### config.mk
export PLATFORM = sky130hd
export DESIGN_NAME = mem_write_arbiter_flat
export DESIGN_NICKNAME = d
export VERILOG_FILES = /design/src/rtl/mem_write_arbiter_if.sv /design/src/rtl/mem_write_arbiter.sv /design/src/flat_wrapper.sv
export SDC_FILE = /design/constraint.sdc
export NUM_CORES = 2
export LEC_CHECK = 0
export ABC_AREA = 1
export BUFFER_PORTS_ARGS = -buffer_cell sky130_fd_sc_hd__buf_2
export CAP_MARGIN = 20
export CORE_AREA = 3 3 523 525
export DETAILED_ROUTE_END_ITERATION = 12
export DIE_AREA = 0 0 526 528
export SYNTH_ARGS = -nofsm -noshare
export SYNTH_HDL_FRONTEND = slang
export SYNTH_SLANG_ARGS = --single-unit
### constraint.sdc
create_clock -name clk -period 19 [get_ports clk]
set_input_delay 0.95 -clock clk [delete_from_list [all_inputs] [get_ports clk]]
set_output_delay 0.95 -clock clk [all_outputs]
set_load 0.005 [all_outputs]
### src/rtl/mem_write_arbiter_if.sv
// Write-request bundle between the two write sources, the arbiter and the
// memory controller. The arbiter takes the slave side.
interface mem_write_arbiter_if #(
  parameter int ADDR_W = 27,
  parameter int DATA_W = 128,
  parameter int MASK_W = DATA_W / 8,
  parameter int DEPTH  = 8
);
  localparam int LVL_W = $clog2(DEPTH + 1);

  // Framebuffer source
  logic              fb_valid;
  logic              fb_ready;
  logic [ADDR_W-1:0] fb_addr;
  logic [DATA_W-1:0] fb_data;
  logic [MASK_W-1:0] fb_mask;

  // BVH builder source
  logic              bvh_valid;
  logic              bvh_ready;
  logic [ADDR_W-1:0] bvh_addr;
  logic [DATA_W-1:0] bvh_data;
  logic [MASK_W-1:0] bvh_mask;

  // Memory controller write port
  logic              mc_valid;
  logic              mc_ready;
  logic [ADDR_W-1:0] mc_addr;
  logic [DATA_W-1:0] mc_data;
  logic [MASK_W-1:0] mc_mask;
  logic              mc_src;

  // Status
  logic [LVL_W-1:0]  fb_level;
  logic [LVL_W-1:0]  bvh_level;
  logic              idle;

  modport slave (
    input  fb_valid, fb_addr, fb_data, fb_mask,
    input  bvh_valid, bvh_addr, bvh_data, bvh_mask,
    input  mc_ready,
    output fb_ready, bvh_ready,
    output mc_valid, mc_addr, mc_data, mc_mask, mc_src,
    output fb_level, bvh_level, idle
  );

  modport master (
    output fb_valid, fb_addr, fb_data, fb_mask,
    output bvh_valid, bvh_addr, bvh_data, bvh_mask,
    output mc_ready,
    input  fb_ready, bvh_ready,
    input  mc_valid, mc_addr, mc_data, mc_mask, mc_src,
    input  fb_level, bvh_level, idle
  );
endinterface

### src/rtl/mem_write_arbiter.sv
// Merges the framebuffer and BVH write streams into one memory-controller
// write port: a FIFO per source, round-robin arbitration, and a single
// registered output slot. Source index 0 = FB, 1 = BVH (matches mc_src).
module mem_write_arbiter #(
  parameter int ADDR_W = 27,
  parameter int DATA_W = 128,
  parameter int MASK_W = DATA_W / 8,
  parameter int DEPTH  = 8
) (
  input logic                clk,
  input logic                resetn,
  mem_write_arbiter_if.slave bus
);
  localparam int PTR_W = $clog2(DEPTH);
  localparam int LVL_W = $clog2(DEPTH + 1);
  localparam int ENT_W = ADDR_W + DATA_W + MASK_W;

  typedef enum logic {
    S_EMPTY = 1'b0,
    S_HOLD  = 1'b1
  } slot_state_e;

  logic [ENT_W-1:0] w_in_entry   [2];
  logic [1:0]       w_in_valid;
  logic [ENT_W-1:0] r_mem        [2][DEPTH];
  logic [PTR_W-1:0] r_wr_ptr     [2];
  logic [PTR_W-1:0] r_rd_ptr     [2];
  logic [LVL_W-1:0] r_level      [2];
  logic [LVL_W-1:0] w_level_next [2];
  logic [1:0]       r_ready;
  logic [1:0]       w_push;
  logic [1:0]       w_pop;
  logic [1:0]       w_nonempty;

  slot_state_e      r_state;
  slot_state_e      w_state_next;
  logic [ENT_W-1:0] r_payload;
  logic             r_src;
  logic             r_last;
  logic             w_grant;
  logic             w_load;

  assign w_in_valid    = {bus.bvh_valid, bus.fb_valid};
  assign w_in_entry[0] = {bus.fb_addr, bus.fb_data, bus.fb_mask};
  assign w_in_entry[1] = {bus.bvh_addr, bus.bvh_data, bus.bvh_mask};

  // Push qualification and occupancy flags, from registered state only.
  always_comb begin
    // NOTE: every always_comb output gets a default first so no path leaves it unassigned (no latch).
    w_push     = '0;
    w_nonempty = '0;
    for (int s = 0; s < 2; s++) begin
      w_push[s]     = w_in_valid[s] && r_ready[s];
      w_nonempty[s] = (r_level[s] != '0);
    end
  end

  // Round-robin grant and output-slot next state.
  always_comb begin
    w_grant = w_nonempty[1];
    if (&w_nonempty) begin
      w_grant = ~r_last;
    end
    w_load       = (|w_nonempty) && ((r_state == S_EMPTY) || bus.mc_ready);
    w_state_next = r_state;
    if (w_load) begin
      w_state_next = S_HOLD;
    end else if (bus.mc_ready) begin
      w_state_next = S_EMPTY;
    end
  end

  // Pop of the granted FIFO and resulting occupancy.
  always_comb begin
    w_pop = '0;
    for (int s = 0; s < 2; s++) begin
      w_pop[s]        = w_load && (w_grant == 1'(s));
      w_level_next[s] = r_level[s];
      case ({w_push[s], w_pop[s]})
        2'b10:   w_level_next[s] = r_level[s] + LVL_W'(1);
        2'b01:   w_level_next[s] = r_level[s] - LVL_W'(1);
        default: w_level_next[s] = r_level[s];
      endcase
    end
  end

  // FIFO pointers, levels and registered ready; ready is refused while full
  // even if a pop frees a slot this cycle, so it never depends on mc_ready.
  always_ff @(posedge clk or negedge resetn) begin
    // NOTE: sequential state uses <= so every register samples pre-edge values.
    if (!resetn) begin
      for (int s = 0; s < 2; s++) begin
        r_wr_ptr[s] <= '0;
        r_rd_ptr[s] <= '0;
        r_level[s]  <= '0;
      end
      r_ready <= '0;
    end else begin
      for (int s = 0; s < 2; s++) begin
        if (w_push[s]) r_wr_ptr[s] <= r_wr_ptr[s] + PTR_W'(1);
        if (w_pop[s])  r_rd_ptr[s] <= r_rd_ptr[s] + PTR_W'(1);
        r_level[s] <= w_level_next[s];
        r_ready[s] <= (w_level_next[s] < LVL_W'(DEPTH));
      end
    end
  end

  // FIFO storage writes.
  always_ff @(posedge clk) begin
    // NOTE: storage is not reset; levels and pointers reset, so stale entries are never read.
    for (int s = 0; s < 2; s++) begin
      if (w_push[s]) r_mem[s][r_wr_ptr[s]] <= w_in_entry[s];
    end
  end

  // Output slot state register.
  always_ff @(posedge clk or negedge resetn) begin
    if (!resetn) r_state <= S_EMPTY;
    else         r_state <= w_state_next;
  end

  // Output payload, source tag and round-robin pointer; r_last resets to BVH
  // so FB wins the first tie.
  always_ff @(posedge clk or negedge resetn) begin
    if (!resetn) begin
      r_payload <= '0;
      r_src     <= 1'b0;
      r_last    <= 1'b1;
    end else if (w_load) begin
      r_payload <= r_mem[w_grant][r_rd_ptr[w_grant]];
      r_src     <= w_grant;
      r_last    <= w_grant;
    end
  end

  assign bus.fb_ready  = r_ready[0];
  assign bus.bvh_ready = r_ready[1];
  assign bus.mc_valid  = (r_state == S_HOLD);
  assign bus.mc_addr   = r_payload[ENT_W-1 -: ADDR_W];
  assign bus.mc_data   = r_payload[MASK_W +: DATA_W];
  assign bus.mc_mask   = r_payload[MASK_W-1:0];
  assign bus.mc_src    = r_src;
  assign bus.fb_level  = r_level[0];
  assign bus.bvh_level = r_level[1];
  assign bus.idle      = ~(|w_nonempty) && (r_state == S_EMPTY);

endmodule

### src/flat_wrapper.sv
// flat-port wrapper written by rule: the top's interface ports become plain ports
module mem_write_arbiter_flat 
#(
  parameter int ADDR_W = 27,
  parameter int DATA_W = 128,
  parameter int MASK_W = DATA_W / 8,
  parameter int DEPTH  = 8
)
  (clk, resetn, bus_fb_valid, bus_fb_addr, bus_fb_data, bus_fb_mask, bus_bvh_valid, bus_bvh_addr, bus_bvh_data, bus_bvh_mask, bus_mc_ready, bus_fb_ready, bus_bvh_ready, bus_mc_valid, bus_mc_addr, bus_mc_data, bus_mc_mask, bus_mc_src, bus_fb_level, bus_bvh_level, bus_idle);
  mem_write_arbiter_if #(.ADDR_W(ADDR_W), .DATA_W(DATA_W), .MASK_W(MASK_W), .DEPTH(DEPTH)) bus_i ();
  input logic clk;
  input logic resetn;
  input wire logic [$bits(bus_i.fb_valid)-1:0] bus_fb_valid;
  input wire logic [$bits(bus_i.fb_addr)-1:0] bus_fb_addr;
  input wire logic [$bits(bus_i.fb_data)-1:0] bus_fb_data;
  input wire logic [$bits(bus_i.fb_mask)-1:0] bus_fb_mask;
  input wire logic [$bits(bus_i.bvh_valid)-1:0] bus_bvh_valid;
  input wire logic [$bits(bus_i.bvh_addr)-1:0] bus_bvh_addr;
  input wire logic [$bits(bus_i.bvh_data)-1:0] bus_bvh_data;
  input wire logic [$bits(bus_i.bvh_mask)-1:0] bus_bvh_mask;
  input wire logic [$bits(bus_i.mc_ready)-1:0] bus_mc_ready;
  output wire logic [$bits(bus_i.fb_ready)-1:0] bus_fb_ready;
  output wire logic [$bits(bus_i.bvh_ready)-1:0] bus_bvh_ready;
  output wire logic [$bits(bus_i.mc_valid)-1:0] bus_mc_valid;
  output wire logic [$bits(bus_i.mc_addr)-1:0] bus_mc_addr;
  output wire logic [$bits(bus_i.mc_data)-1:0] bus_mc_data;
  output wire logic [$bits(bus_i.mc_mask)-1:0] bus_mc_mask;
  output wire logic [$bits(bus_i.mc_src)-1:0] bus_mc_src;
  output wire logic [$bits(bus_i.fb_level)-1:0] bus_fb_level;
  output wire logic [$bits(bus_i.bvh_level)-1:0] bus_bvh_level;
  output wire logic [$bits(bus_i.idle)-1:0] bus_idle;
  assign bus_i.fb_valid = bus_fb_valid;
  assign bus_i.fb_addr = bus_fb_addr;
  assign bus_i.fb_data = bus_fb_data;
  assign bus_i.fb_mask = bus_fb_mask;
  assign bus_i.bvh_valid = bus_bvh_valid;
  assign bus_i.bvh_addr = bus_bvh_addr;
  assign bus_i.bvh_data = bus_bvh_data;
  assign bus_i.bvh_mask = bus_bvh_mask;
  assign bus_i.mc_ready = bus_mc_ready;
  assign bus_fb_ready = bus_i.fb_ready;
  assign bus_bvh_ready = bus_i.bvh_ready;
  assign bus_mc_valid = bus_i.mc_valid;
  assign bus_mc_addr = bus_i.mc_addr;
  assign bus_mc_data = bus_i.mc_data;
  assign bus_mc_mask = bus_i.mc_mask;
  assign bus_mc_src = bus_i.mc_src;
  assign bus_fb_level = bus_i.fb_level;
  assign bus_bvh_level = bus_i.bvh_level;
  assign bus_idle = bus_i.idle;
  mem_write_arbiter #(.ADDR_W(ADDR_W), .DATA_W(DATA_W), .MASK_W(MASK_W), .DEPTH(DEPTH)) u_core (.clk(clk), .resetn(resetn), .bus(bus_i));
endmodule
==> PnR_summary.wiki <==
{| class="wikitable"
! Metric !! Value
|-
| Transition time of the tightest slew-check pin || 1.456 ns
|-
| Capturing point of the worst reg2reg path || u_core.r_payload[79]
|-
| Chip height || ~530 um
|-
| Summed instance area of the synthesized netlist || 120900 sq um
|-
| Detailed Route Iter0 Violations || 9326
|-
| End point of the most critical hold path || u_core.r_mem[0][80]
|-
| Power Density || around 180 nW/um^2
|-
| Half-perimeter wire length after placement || 179.8 mm
|-
| Max Cap Violations || 0
|-
| Count of input and output buffers || between 500 and 600
|-
| Worst-case vdd ir drop || ~0.00039 V
|-
| Die area || 277700 sq um
|-
| Wire length of the first global-routing pass || between 500 and 600 mm
|-
| Count of boundary I/O pins || 531
|-
| Fmax || around 0.16 GHz
|-
| Worst Path Required || 19.77 ns
|-
| Flop-to-flop setup slack || between 10 and 15 ns
|-
| Gate count after technology mapping || between 10000 and 15000
|-
| Setup WS pre-CTS || roughly 13 ns
|-
| Final max-slew violation count || 0
|-
| Final period demand of the worst path || ~6.4 ns
|-
| Reg clk slew, reported paths || roughly 0.060 ns
|-
| Placer Congestion || roughly 0.8
|-
| Crit Path Category || flop to flop
|-
| CTS tree || built
|-
| Number of buffers on the longest clock path || 4
|-
| Pin count of the biggest net entering global routing || about 240
|-
| Drt wl/cell || approximately 25 um
|-
| CP endpoint kind || flop
|-
| Aggregate routed wire length || 373.9 mm
|-
| Number of remaining DRC errors || 0
|-
| Async S/R FF share, synth || 6.685%
|-
| Antenna violations before repair || ~150
|-
| Setup Total Neg Slack || 0 ns
|-
| Primary FF master, synth || sky130_fd_sc_hd__edfxtp_1
|-
| Worst clock skew on the final layout || 0.07349 ns
|-
| Register-to-Register Path Depth || 13
|-
| Share of cells above drive strength 1 || roughly a tenth
|-
| Path type of the worst min-delay path || input port to flop
|-
| Setup violation total in the final timing report || 0
|-
| CP max FO || ~120
|-
| GRT overflow || 0
|-
| Worst path setup slack after routing || between 10 and 15 ns
|-
| GRT Overall Usage || 26.32%
|-
| Reg-to-reg critical path startpoint || u_core.bus.bvh_level[1]
|-
| Site Rows || ~190
|-
| Mapped Avg Cell Area || about 11 sq um
|-
| Number of search-and-repair iterations in the first detailed-routing pass || 7
|-
| Die outline width || approximately 530 um
|-
| Skew-Pair Late Insertion Delay || approximately 0.92 ns
|-
| Residual antenna-violating net count after detailed routing || 0
|-
| Final worst-path cycle share || about 34%
|-
| YS warnings || 0
|-
| Core area || between 200000 and 300000 sq um
|-
| Initial Utilization || approximately 45%
|-
| Via total after detailed routing || 84080
|-
| CTS H-tree lvls || 5
|-
| Result of the run || finished clean
|-
| Leakage component of the power || 54.22 nW
|-
| Num Clock Sinks || 2932
|-
| Cell count of the worst hold path || 1
|-
| Number of post-CTS setup repair buffers || 0
|-
| Setup crit start kind || flop
|-
| Sequential-to-total area share from yosys stat || between 70 and 80%
|-
| Post-synth EDFFs || between 2000 and 3000
|-
| Area grow syn2layout || 12.98%
|-
| CTS root buf || sky130_fd_sc_hd__clkbuf_16
|-
| Startpoint of the most critical hold path || bus_fb_data[64]
|-
| Post-synthesis net count || roughly 11000
|-
| Fin. Hold Viols || 0
|-
| Via count of the first global-routing pass || about 81000
|-
| Count of distinct cell types in the synthesized netlist || 28
|-
| Via density || ~5.5
|-
| Unrepaired setup endpoints after global routing || no
|-
| Arrival time at the worst endpoint || between 7 and 8 ns
|-
| Synthesis-stage register bit count || around 2900
|-
| Cts bufs inserted || around 320
|-
| Nets || around 12000
|-
| Headroom to the max-slew limit || under 10%
|}
-- sequential cells by signal, summed over array words and instances (netlist names), named ones only --
signal,cells
u_core.bus.mc_valid,1
u_core.r_mem,2736
u_core.bus.fb_level,3
u_core.r_last,1
u_core.r_rd_ptr,6
u_core.bus.mc_src,1
u_core.r_wr_ptr,6
u_core.r_ready,2
u_core.r_payload,171
u_core.bus.bvh_level,3
-- cells by family after synthesis --
logic type | after synthesis | synth area share, %
multiplexers | 1 | 0.009314
AND/OR/NAND/NOR | 7264 | 24.73
XOR/XNOR | 12 | 0.08693
buffers and inverters | 737 | 2.968
flip-flops | 2932 | 72.02
AO/OA/AOI/OAI | 15 | 0.06209
adder cells (fa/ha/maj) | 12 | 0.1304
-- worst max-delay path: stages, from the launching register on --
cell and delay [ns]:
sky130_fd_sc_hd__dfrtp_1 0.47, sky130_fd_sc_hd__nor2_2 0.19, sky130_fd_sc_hd__nand3_4 0.37, sky130_fd_sc_hd__nand2_8 0.72, sky130_fd_sc_hd__nand2_1 0.33, sky130_fd_sc_hd__nand2_8 0.68
sky130_fd_sc_hd__buf_4 0.88, sky130_fd_sc_hd__buf_4 0.93, sky130_fd_sc_hd__buf_4 0.92, sky130_fd_sc_hd__nand3_1 0.19, sky130_fd_sc_hd__nand3_1 0.16, sky130_fd_sc_hd__nand3_1 0.09
sky130_fd_sc_hd__nand3_1 0.11, sky130_fd_sc_hd__nand2_1 0.07
-- layout make-up --
class                      instances  area (sq um)
sequential                      2932         87060
fill                           23570        133200
timing repair buffer             660          4006
clock inverter                   136          1435
tap                             3570          4467
clock buffer                     436          8823
multi-input combinational       7304         30450
antenna                           92         230.2
inverter                          21         117.6
-- per-stage QoR --
step | hold WS, ns | total power [W] | utilization, % | cell area [sq um] | std cells
global placement | 0.4577 | 0.01835 | 46.71 | 126000 | 14480
detailed placement | 0.4607 | 0.01844 | 46.72 | 126000 | 14480
finish | 0.3199 | 0.02449 | 50.62 | 136600 | 15150
global route | 0.2948 | 0.02607 | 50.58 | 136500 | 15110
CTS | 0.2584 | 0.02455 | 50.52 | 136300 | 15060
floorplan | 0.4451 | 0.01546 | - | 120900 | 10970
-- power breakdown --
part           internal, W  switching (W)  total [W]
clock              0.00355        0.00254    0.00609
sequential         0.00790       0.000332    0.00823
combinational      0.00274        0.00743     0.0102
-- layer usage --
metal | share of wire [%] | wire (um) | global-route usage, %
met5 | 0.086 | 321 | 0
met4 | 3.8 | 14100 | 10.40
met3 | 8.7 | 32570 | 5.088
met2 | 47 | 176600 | 42.52
met1 | 40 | 150400 | 35.20
-- layout by cell type (no fill, tap or decap), types with 2 or more instances in the layout --
master / count
sky130_fd_sc_hd__a21oi_1: 4
sky130_fd_sc_hd__buf_12: 26
sky130_fd_sc_hd__buf_16: 2
sky130_fd_sc_hd__buf_2: 529
sky130_fd_sc_hd__buf_4: 101
sky130_fd_sc_hd__bufinv_16: 21
sky130_fd_sc_hd__clkbuf_1: 78
sky130_fd_sc_hd__clkbuf_16: 320
sky130_fd_sc_hd__clkbuf_8: 38
sky130_fd_sc_hd__clkinv_1: 31
sky130_fd_sc_hd__clkinv_16: 6
sky130_fd_sc_hd__clkinv_2: 52
sky130_fd_sc_hd__clkinv_4: 3
sky130_fd_sc_hd__clkinv_8: 5
sky130_fd_sc_hd__clkinvlp_4: 14
sky130_fd_sc_hd__dfrtp_1: 195
sky130_fd_sc_hd__diode_2: 92
sky130_fd_sc_hd__edfxtp_1: 2736
sky130_fd_sc_hd__ha_1: 11
sky130_fd_sc_hd__inv_1: 17
sky130_fd_sc_hd__inv_6: 4
sky130_fd_sc_hd__inv_8: 3
sky130_fd_sc_hd__nand2_1: 5175
sky130_fd_sc_hd__nand2_8: 5
sky130_fd_sc_hd__nand3_1: 2056
sky130_fd_sc_hd__nand3b_1: 2
sky130_fd_sc_hd__nor2_1: 4
sky130_fd_sc_hd__nor2_2: 3
sky130_fd_sc_hd__nor2_4: 16
sky130_fd_sc_hd__o21ai_0: 8
sky130_fd_sc_hd__o21ai_4: 2
sky130_fd_sc_hd__or2_2: 2
sky130_fd_sc_hd__xnor2_1: 4
sky130_fd_sc_hd__xor2_1: 8
-- how the worst max path moves through the flow --
stage | from | to | slack (ns) | cells after the start
global route | u_core.bus.bvh_level[1] | u_core.r_payload[96] | 12.24 | 13
global placement | u_core.bus.bvh_level[1] | u_core.r_payload[65] | 12.76 | 13
detailed placement | u_core.bus.bvh_level[1] | u_core.r_payload[90] | 12.67 | 13
CTS | u_core.bus.bvh_level[1] | u_core.r_payload[79] | 12.64 | 13
floorplan | bus_bvh_valid | u_core.r_mem[1][1000] | 9.82 | 3
finish | u_core.bus.bvh_level[1] | u_core.r_payload[79] | 12.63 | 13
-- cells in the mapped netlist (2+ instances only) --
library cell,n,area (sq um)
sky130_fd_sc_hd__nand3b_1,2,15.01
sky130_fd_sc_hd__dfrtp_1,195,4880
sky130_fd_sc_hd__o21ai_1,3,15.01
sky130_fd_sc_hd__clkbuf_1,141,529.3
sky130_fd_sc_hd__xor2_1,8,70.07
sky130_fd_sc_hd__buf_1,29,108.9
sky130_fd_sc_hd__buf_2,496,2482
sky130_fd_sc_hd__nand3_1,2056,10290
sky130_fd_sc_hd__xnor2_1,4,35.03
sky130_fd_sc_hd__nand2_1,5175,19420
sky130_fd_sc_hd__edfxtp_1,2736,82160
sky130_fd_sc_hd__a21oi_1,4,20.02
sky130_fd_sc_hd__nand2_4,2,22.52
sky130_fd_sc_hd__nor2_1,20,75.07
sky130_fd_sc_hd__buf_6,3,33.78
sky130_fd_sc_hd__nand2_2,3,18.77
sky130_fd_sc_hd__or2_2,2,12.51
sky130_fd_sc_hd__ha_1,11,137.6
sky130_fd_sc_hd__inv_1,17,63.81
sky130_fd_sc_hd__o21ai_0,8,40.04
sky130_fd_sc_hd__buf_4,47,352.8
sky130_fd_sc_hd__inv_2,3,11.26
sky130_fd_sc_hd__nor2_2,3,18.77
-- repair_timing --
| item | 4_1_cts | 5_1_grt |
|---|---|---|
| hold buffers | 1 | 0 |
| gates resized for setup | 0 | 0 |
| endpoints found under the hold margin | 3 | 0 |
Power figures use the tool's default switching activity.
